## src/rtl/spi_flash_cmd.sv

```systemverilog
// rtl/spi_flash_cmd.sv - mode-0 SPI flash command engine (opcode/addr/dummy/read); SPI_FLASH_CMD_DEBUG_EN exposes the FSM state
module spi_flash_cmd #(
    parameter int CLK_DIV    = 2,
    parameter int ADDR_BYTES = 3,
    parameter int MAX_RD     = 256,
    localparam int LEN_W     = $clog2(MAX_RD + 1)
) (
    input  logic                    clk12MHz,
    input  logic                    rst,
    input  logic                    start,
    input  logic [7:0]              opcode,
    input  logic [8*ADDR_BYTES-1:0] addr,
    input  logic                    use_addr,
    input  logic [1:0]              dummy_bytes,
    input  logic [LEN_W-1:0]        rd_len,
    output logic                    busy,
    output logic                    done,
    output logic [7:0]              rx_data,
    output logic                    rx_valid,
    output logic                    cs,
    output logic                    sck,
    output logic                    sdo,
    input  logic                    sdi,
    output logic [3:0]              debug_states
);
    localparam logic [2:0] S_IDLE   = 3'd0;
    localparam logic [2:0] S_SETUP  = 3'd1;
    localparam logic [2:0] S_OPCODE = 3'd2;
    localparam logic [2:0] S_ADDR   = 3'd3;
    localparam logic [2:0] S_DUMMY  = 3'd4;
    localparam logic [2:0] S_READ   = 3'd5;
    localparam logic [2:0] S_HOLD   = 3'd6;
    localparam logic [2:0] S_GAP    = 3'd7;

    localparam int         CNT_W    = (LEN_W > 3) ? LEN_W : 3;
    localparam logic [7:0] DIV_LAST = 8'(CLK_DIV - 1);

    logic [2:0]              state;
    logic [7:0]              div_cnt;
    logic [2:0]              bit_cnt;
    logic [CNT_W-1:0]        byte_cnt;
    logic [7:0]              tx_sr;
    logic [6:0]              rx_sr;
    logic [8*ADDR_BYTES-1:0] addr_q;
    logic                    use_addr_q;
    logic [1:0]              dummy_q;
    logic [LEN_W-1:0]        rd_len_q;

    logic       half_end;
    logic       last_byte;
    logic [2:0] after_addr;
    logic [2:0] next_phase;
    logic [2:0] load_state;
    logic [7:0] addr_top;

    assign half_end = (div_cnt == DIV_LAST);
    assign busy     = (state != S_IDLE);
    assign done     = (state == S_GAP) && half_end;
    assign addr_top = addr_q[8*ADDR_BYTES-1 -: 8];

    // Phase sequencing: empty phases are skipped when the current byte ends.
    always_comb begin
        after_addr = (dummy_q != 2'd0) ? S_DUMMY : ((rd_len_q != '0) ? S_READ : S_HOLD);
        next_phase = S_HOLD;
        last_byte  = 1'b1;
        case (state)
            S_OPCODE: next_phase = use_addr_q ? S_ADDR : after_addr;
            S_ADDR: begin
                next_phase = after_addr;
                last_byte  = (byte_cnt == CNT_W'(ADDR_BYTES - 1));
            end
            S_DUMMY: begin
                next_phase = (rd_len_q != '0) ? S_READ : S_HOLD;
                last_byte  = (byte_cnt == CNT_W'(dummy_q) - CNT_W'(1));
            end
            S_READ: begin
                next_phase = S_HOLD;
                last_byte  = (byte_cnt == CNT_W'(rd_len_q) - CNT_W'(1));
            end
            default: ;
        endcase
        load_state = last_byte ? next_phase : state;
    end

    always_ff @(posedge clk12MHz or negedge rst) begin
        if (!rst) begin
            state      <= S_IDLE;
            div_cnt    <= '0;
            bit_cnt    <= '0;
            byte_cnt   <= '0;
            tx_sr      <= '0;
            rx_sr      <= '0;
            addr_q     <= '0;
            use_addr_q <= 1'b0;
            dummy_q    <= '0;
            rd_len_q   <= '0;
            cs         <= 1'b1;
            sck        <= 1'b0;
            sdo        <= 1'b0;
            rx_data    <= 8'h00;
            rx_valid   <= 1'b0;
        end else begin
            rx_valid <= 1'b0;
            case (state)
                S_IDLE: begin
                    if (start) begin
                        state      <= S_SETUP;
                        cs         <= 1'b0;
                        sdo        <= opcode[7];
                        tx_sr      <= opcode;
                        addr_q     <= addr;
                        use_addr_q <= use_addr;
                        dummy_q    <= dummy_bytes;
                        rd_len_q   <= rd_len;
                        div_cnt    <= '0;
                        bit_cnt    <= '0;
                        byte_cnt   <= '0;
                    end
                end
                S_SETUP: begin
                    if (half_end) begin
                        div_cnt <= '0;
                        state   <= S_OPCODE;
                    end else begin
                        div_cnt <= div_cnt + 8'd1;
                    end
                end
                S_OPCODE, S_ADDR, S_DUMMY, S_READ: begin
                    if (!half_end) begin
                        div_cnt <= div_cnt + 8'd1;
                    end else begin
                        div_cnt <= '0;
                        if (!sck) begin
                            sck <= 1'b1;
                            if (state == S_READ) begin
                                rx_sr <= {rx_sr[5:0], sdi};
                                if (bit_cnt == 3'd7) begin
                                    rx_data  <= {rx_sr, sdi};
                                    rx_valid <= 1'b1;
                                end
                            end
                        end else begin
                            sck <= 1'b0;
                            if (bit_cnt != 3'd7) begin
                                bit_cnt <= bit_cnt + 3'd1;
                                tx_sr   <= tx_sr << 1;
                                sdo     <= tx_sr[6];
                            end else begin
                                bit_cnt  <= '0;
                                byte_cnt <= last_byte ? '0 : byte_cnt + CNT_W'(1);
                                if (last_byte)
                                    state <= next_phase;
                                // Next byte's MSB goes out on this falling edge.
                                if (load_state == S_ADDR) begin
                                    tx_sr  <= addr_top;
                                    sdo    <= addr_top[7];
                                    addr_q <= addr_q << 8;
                                end else begin
                                    tx_sr <= '0;
                                    sdo   <= 1'b0;
                                end
                            end
                        end
                    end
                end
                S_HOLD: begin
                    if (half_end) begin
                        div_cnt <= '0;
                        state   <= S_GAP;
                        cs      <= 1'b1;
                    end else begin
                        div_cnt <= div_cnt + 8'd1;
                    end
                end
                S_GAP: begin
                    if (half_end) begin
                        div_cnt <= '0;
                        state   <= S_IDLE;
                    end else begin
                        div_cnt <= div_cnt + 8'd1;
                    end
                end
                default: state <= S_IDLE;
            endcase
        end
    end

`ifdef SPI_FLASH_CMD_DEBUG_EN
    assign debug_states = {1'b0, state};
`else
    assign debug_states = 4'h0;
`endif
endmodule
```

## config.mk

```make
export PLATFORM = sky130hd
export DESIGN_NAME = spi_flash_cmd
export DESIGN_NICKNAME = d
export VERILOG_FILES = /design/src/rtl/spi_flash_cmd.sv
export SDC_FILE = /design/constraint.sdc
export NUM_CORES = 1
export LEC_CHECK = 0
export ABC_AREA = 1
export CAP_MARGIN = 20
export CORE_MARGIN = 1
export CORE_UTILIZATION = 50
export DETAILED_ROUTE_END_ITERATION = 10
export PLACE_DENSITY = 0.76
export SLEW_MARGIN = 20
export SYNTH_ARGS = -nofsm -noshare
export SYNTH_HDL_FRONTEND = slang
export SYNTH_SLANG_ARGS = --single-unit
```

## constraint.sdc

```tcl
create_clock -name clk12MHz -period 2.75 [get_ports clk12MHz]
set_input_delay 0.55 -clock clk12MHz [delete_from_list [all_inputs] [get_ports clk12MHz]]
set_output_delay 0.55 -clock clk12MHz [all_outputs]
set_load 0.01 [all_outputs]
```

==> run metrics <==
wire per inst=approximately 13 µm; # Max-Cap Violations=0; core area=roughly 8700 µm²; Post-Syn Area per Cell=7.82 µm²; Layout area overhead=21.8%; initial antenna violation count=0; R2R cell count=11; hold crit path type=in2async; clock tree from TritonCTS=yes; antenna diode count=0; Final Cycle Share=a little over nine tenths; synth warn=0; num rows=34; Slew HR=between 60% and 70%; Startpoint Class=flop; critical path's largest stage delay=around 0.39 ns; RSZ-0062 raised after global routing=no; critical setup path kind=reg2out; CTS root buf=clkbuf_8; Crit Path Max Fanout=4; number of synthesized register bits=between 80 and 90; commonest non-fill, non-tap cell in the layout=nand2_1; Post-synth ARST share=100%; CTS resizes=2; final wirelength=about 9.8 mm; fin area=5410 µm²; Crit. End Element=output port; Global Route Usage Sum=23.2%; arrival time worst endpoint=2.03 ns; CP max-delay cell=dfrtp_1; Slew Viols, Final=0; Final setup viols=0; CP Buf/Inv Count=4; Final Hold Fails=0; count of different cell masters after synthesis=36; CP Cell Sequence=inv_1 > ha_1 > inv_1 > nor4_2 > inv_1 > nor4_1 > dlygate4sd2_1; Final Util=~62%; WHS=~0.18 ns; Placed Area=a little over 5000 µm²; reg-to-reg critical path endpoint=byte_cnt[2]$_DFFE_PN0P_; Total Power=2.37 mW; worst ir drop on vdd=approximately 0.00025 V; remaining global-route overflow=0; via count=approximately 3.9k; largest net degree at the start of global routing=44; Clock Latency Late Sink=around 0.36 ns; top cells by area, synth=dfrtp_1, nand2_1, o21ai_0; sequential fraction of the synthesis area=~48%; DPL Wire Length=7.19 mm; vias in the first global route=roughly 3.7k; Die W=roughly 96 µm; Synth area leader=dfrtp_1; Post-Syn Area=4440 µm²; clk sinks=85; Min Clock Period, post-route=about 2.6 ns; status=complete, no violations; r2r startpoint=div_cnt[1]$_DFFE_PN0P_; Pleak=2.66 nW; Post-synth EDFFs=0; initial DRC count=163; gpl congestion=0.888; number of cells after detailed placement=between 700 and 800; CP required=roughly 2.2 ns; I/O pin count=66; ys flop type=dfrtp_1; vias per inst=~5.2; Synth top area share=roughly 47%; post-synthesis cell count=about 570; initial cell density of the core=about half; Worst-Margin Slew=roughly 0.57 ns; H-tree Lvls=3; CTS buffer count=9; critical path's top delay family=buffers and inverters; first-pass GRT wire length=approximately 16 mm; clk buf depth=2; Die ar.=about 9300 µm²; reg-to-reg slack, setup=between 0.2 and 0.25 ns; Final ANT Viol Nets=0; Setup WS pre-CTS=just under 0.09 ns; NumNets Final=approximately 690; layout cells sized above 1=7.54%; Non-Filler Instances=between 700 and 800; number of I/O port buffers=61; # hold bufs at CTS=0; Final WS setup=around 0.17 ns; DR DRC count=0; most frequent cells in the layout=nand2_1, dfrtp_1, inv_1, clkdlybuf4s50_1, o21ai_0; f_max=0.387 GHz; clk slew on worst S/H paths=0.09 ns; most used cell, CP=inv_1; Die Ht=between 90 and 100 µm; Post-CTS Setup Bufs=0; Pwr per Cell Area=between 400 and 500 nW/µm²; clock skew=around 0.0086 ns; First-pass DRT Iterations=5; setup TNS after final layout=0 ns
==> cell type report <==
| type | instances | area (µm²) |
|---|---|---|
| Tap cell | 108 | 135 |
| Sequential cell | 85 | 2130 |
| Fill cell | 770 | 3270 |
| Timing Repair Buffer | 70 | 687 |
| Multi-Input combinational cell | 390 | 1940 |
| Clock buffer | 9 | 124 |
| Inverter | 76 | 290 |
| Clock inverter | 7 | 97.6 |
==> cells by family after synthesis <==
group | count (synthesis) | synth area share, %
simple gates | 269 | 25.5
buf+inv | 96 | 9.02
compound gates | 95 | 12.5
flops | 85 | 47.9
xor+xnor | 14 | 2.76
fa+ha+maj | 7 | 1.97
other cells | 1 | 0.0844
mux | 1 | 0.254
==> report_power, final <==
group	switching [mW]	leakage [nW]	internal [mW]	total, mW
Combinational	0.0485	1.54	0.0749	0.123
Clock	0.469	0.106	0.516	0.985
Sequential	0.00578	1.01	1.26	1.27
==> registers in the layout (all words and copies together), names as in the netlist <==
| name | cells |
|---|---|
| addr_q | 24 |
| byte_cnt | 9 |
| rd_len_q | 9 |
| div_cnt | 8 |
| rx_data | 8 |
| rx_sr | 7 |
| tx_sr | 7 |
| bit_cnt | 3 |
| state | 3 |
| dummy_q | 2 |
| cs | 1 |
| rx_valid | 1 |
| sck | 1 |
| sdo | 1 |
| use_addr_q | 1 |
==> worst reg2reg max path, delay by kind of cell, from the launching register on <==
family	cells	cell delay, ns
flip-flops	1	0.39
buffers and inverters	3	0.33
AND/OR/NAND/NOR	6	1.34
AO/OA/AOI/OAI	1	0.21
adder cells (fa/ha/maj)	1	0.16
==> synth_stat cells (2+ instances only) <==
cell type	number
o21ai_0	58
inv_2	4
o21a_1	3
buf_2	8
clkbuf_1	5
dfrtp_1	84
o21ai_2	3
o22ai_1	13
nand2_1	177
buf_4	4
inv_1	71
nand2_2	2
nor4_1	2
xnor2_1	2
nor2_1	25
nor2_2	2
nand3_2	2
xor2_1	12
nand3_1	42
or2_1	2
a21oi_1	7
nand4_1	4
nor3_1	10
a221oi_1	7
buf_6	2
ha_1	7
==> per-layer routing <==
layer | vias to the layer above | part of all wire, % | GRT usage (%)
li1 | 1944 | - | -
met1 | 1814 | 45 | 31.6
met2 | 107 | 48 | 36.8
met3 | 15 | 5.0 | 5.53
met4 | 0 | 1.4 | 6.84
met5 | - | 0 | 0
==> how the worst max path moves through the flow <==
stage | startpoint | endpoint | slack (ns) | cells past startpoint
2_1_floorplan | div_cnt[1]$_DFFE_PN0P_ | rx_data[0]$_DFFE_PN0P_ | 0.61 | 8
3_3_place_gp | div_cnt[1]$_DFFE_PN0P_ | done | 0.18 | 7
3_5_place_dp | div_cnt[1]$_DFFE_PN0P_ | addr_q[4]$_DFFE_PN0P_ | 0.09 | 12
4_1_cts | div_cnt[1]$_DFFE_PN0P_ | done | 0.11 | 7
5_1_grt | div_cnt[1]$_DFFE_PN0P_ | done | 0.006 | 7
6_report | div_cnt[1]$_DFFE_PN0P_ | done | 0.17 | 7
(Power assumes the default switching activity.)
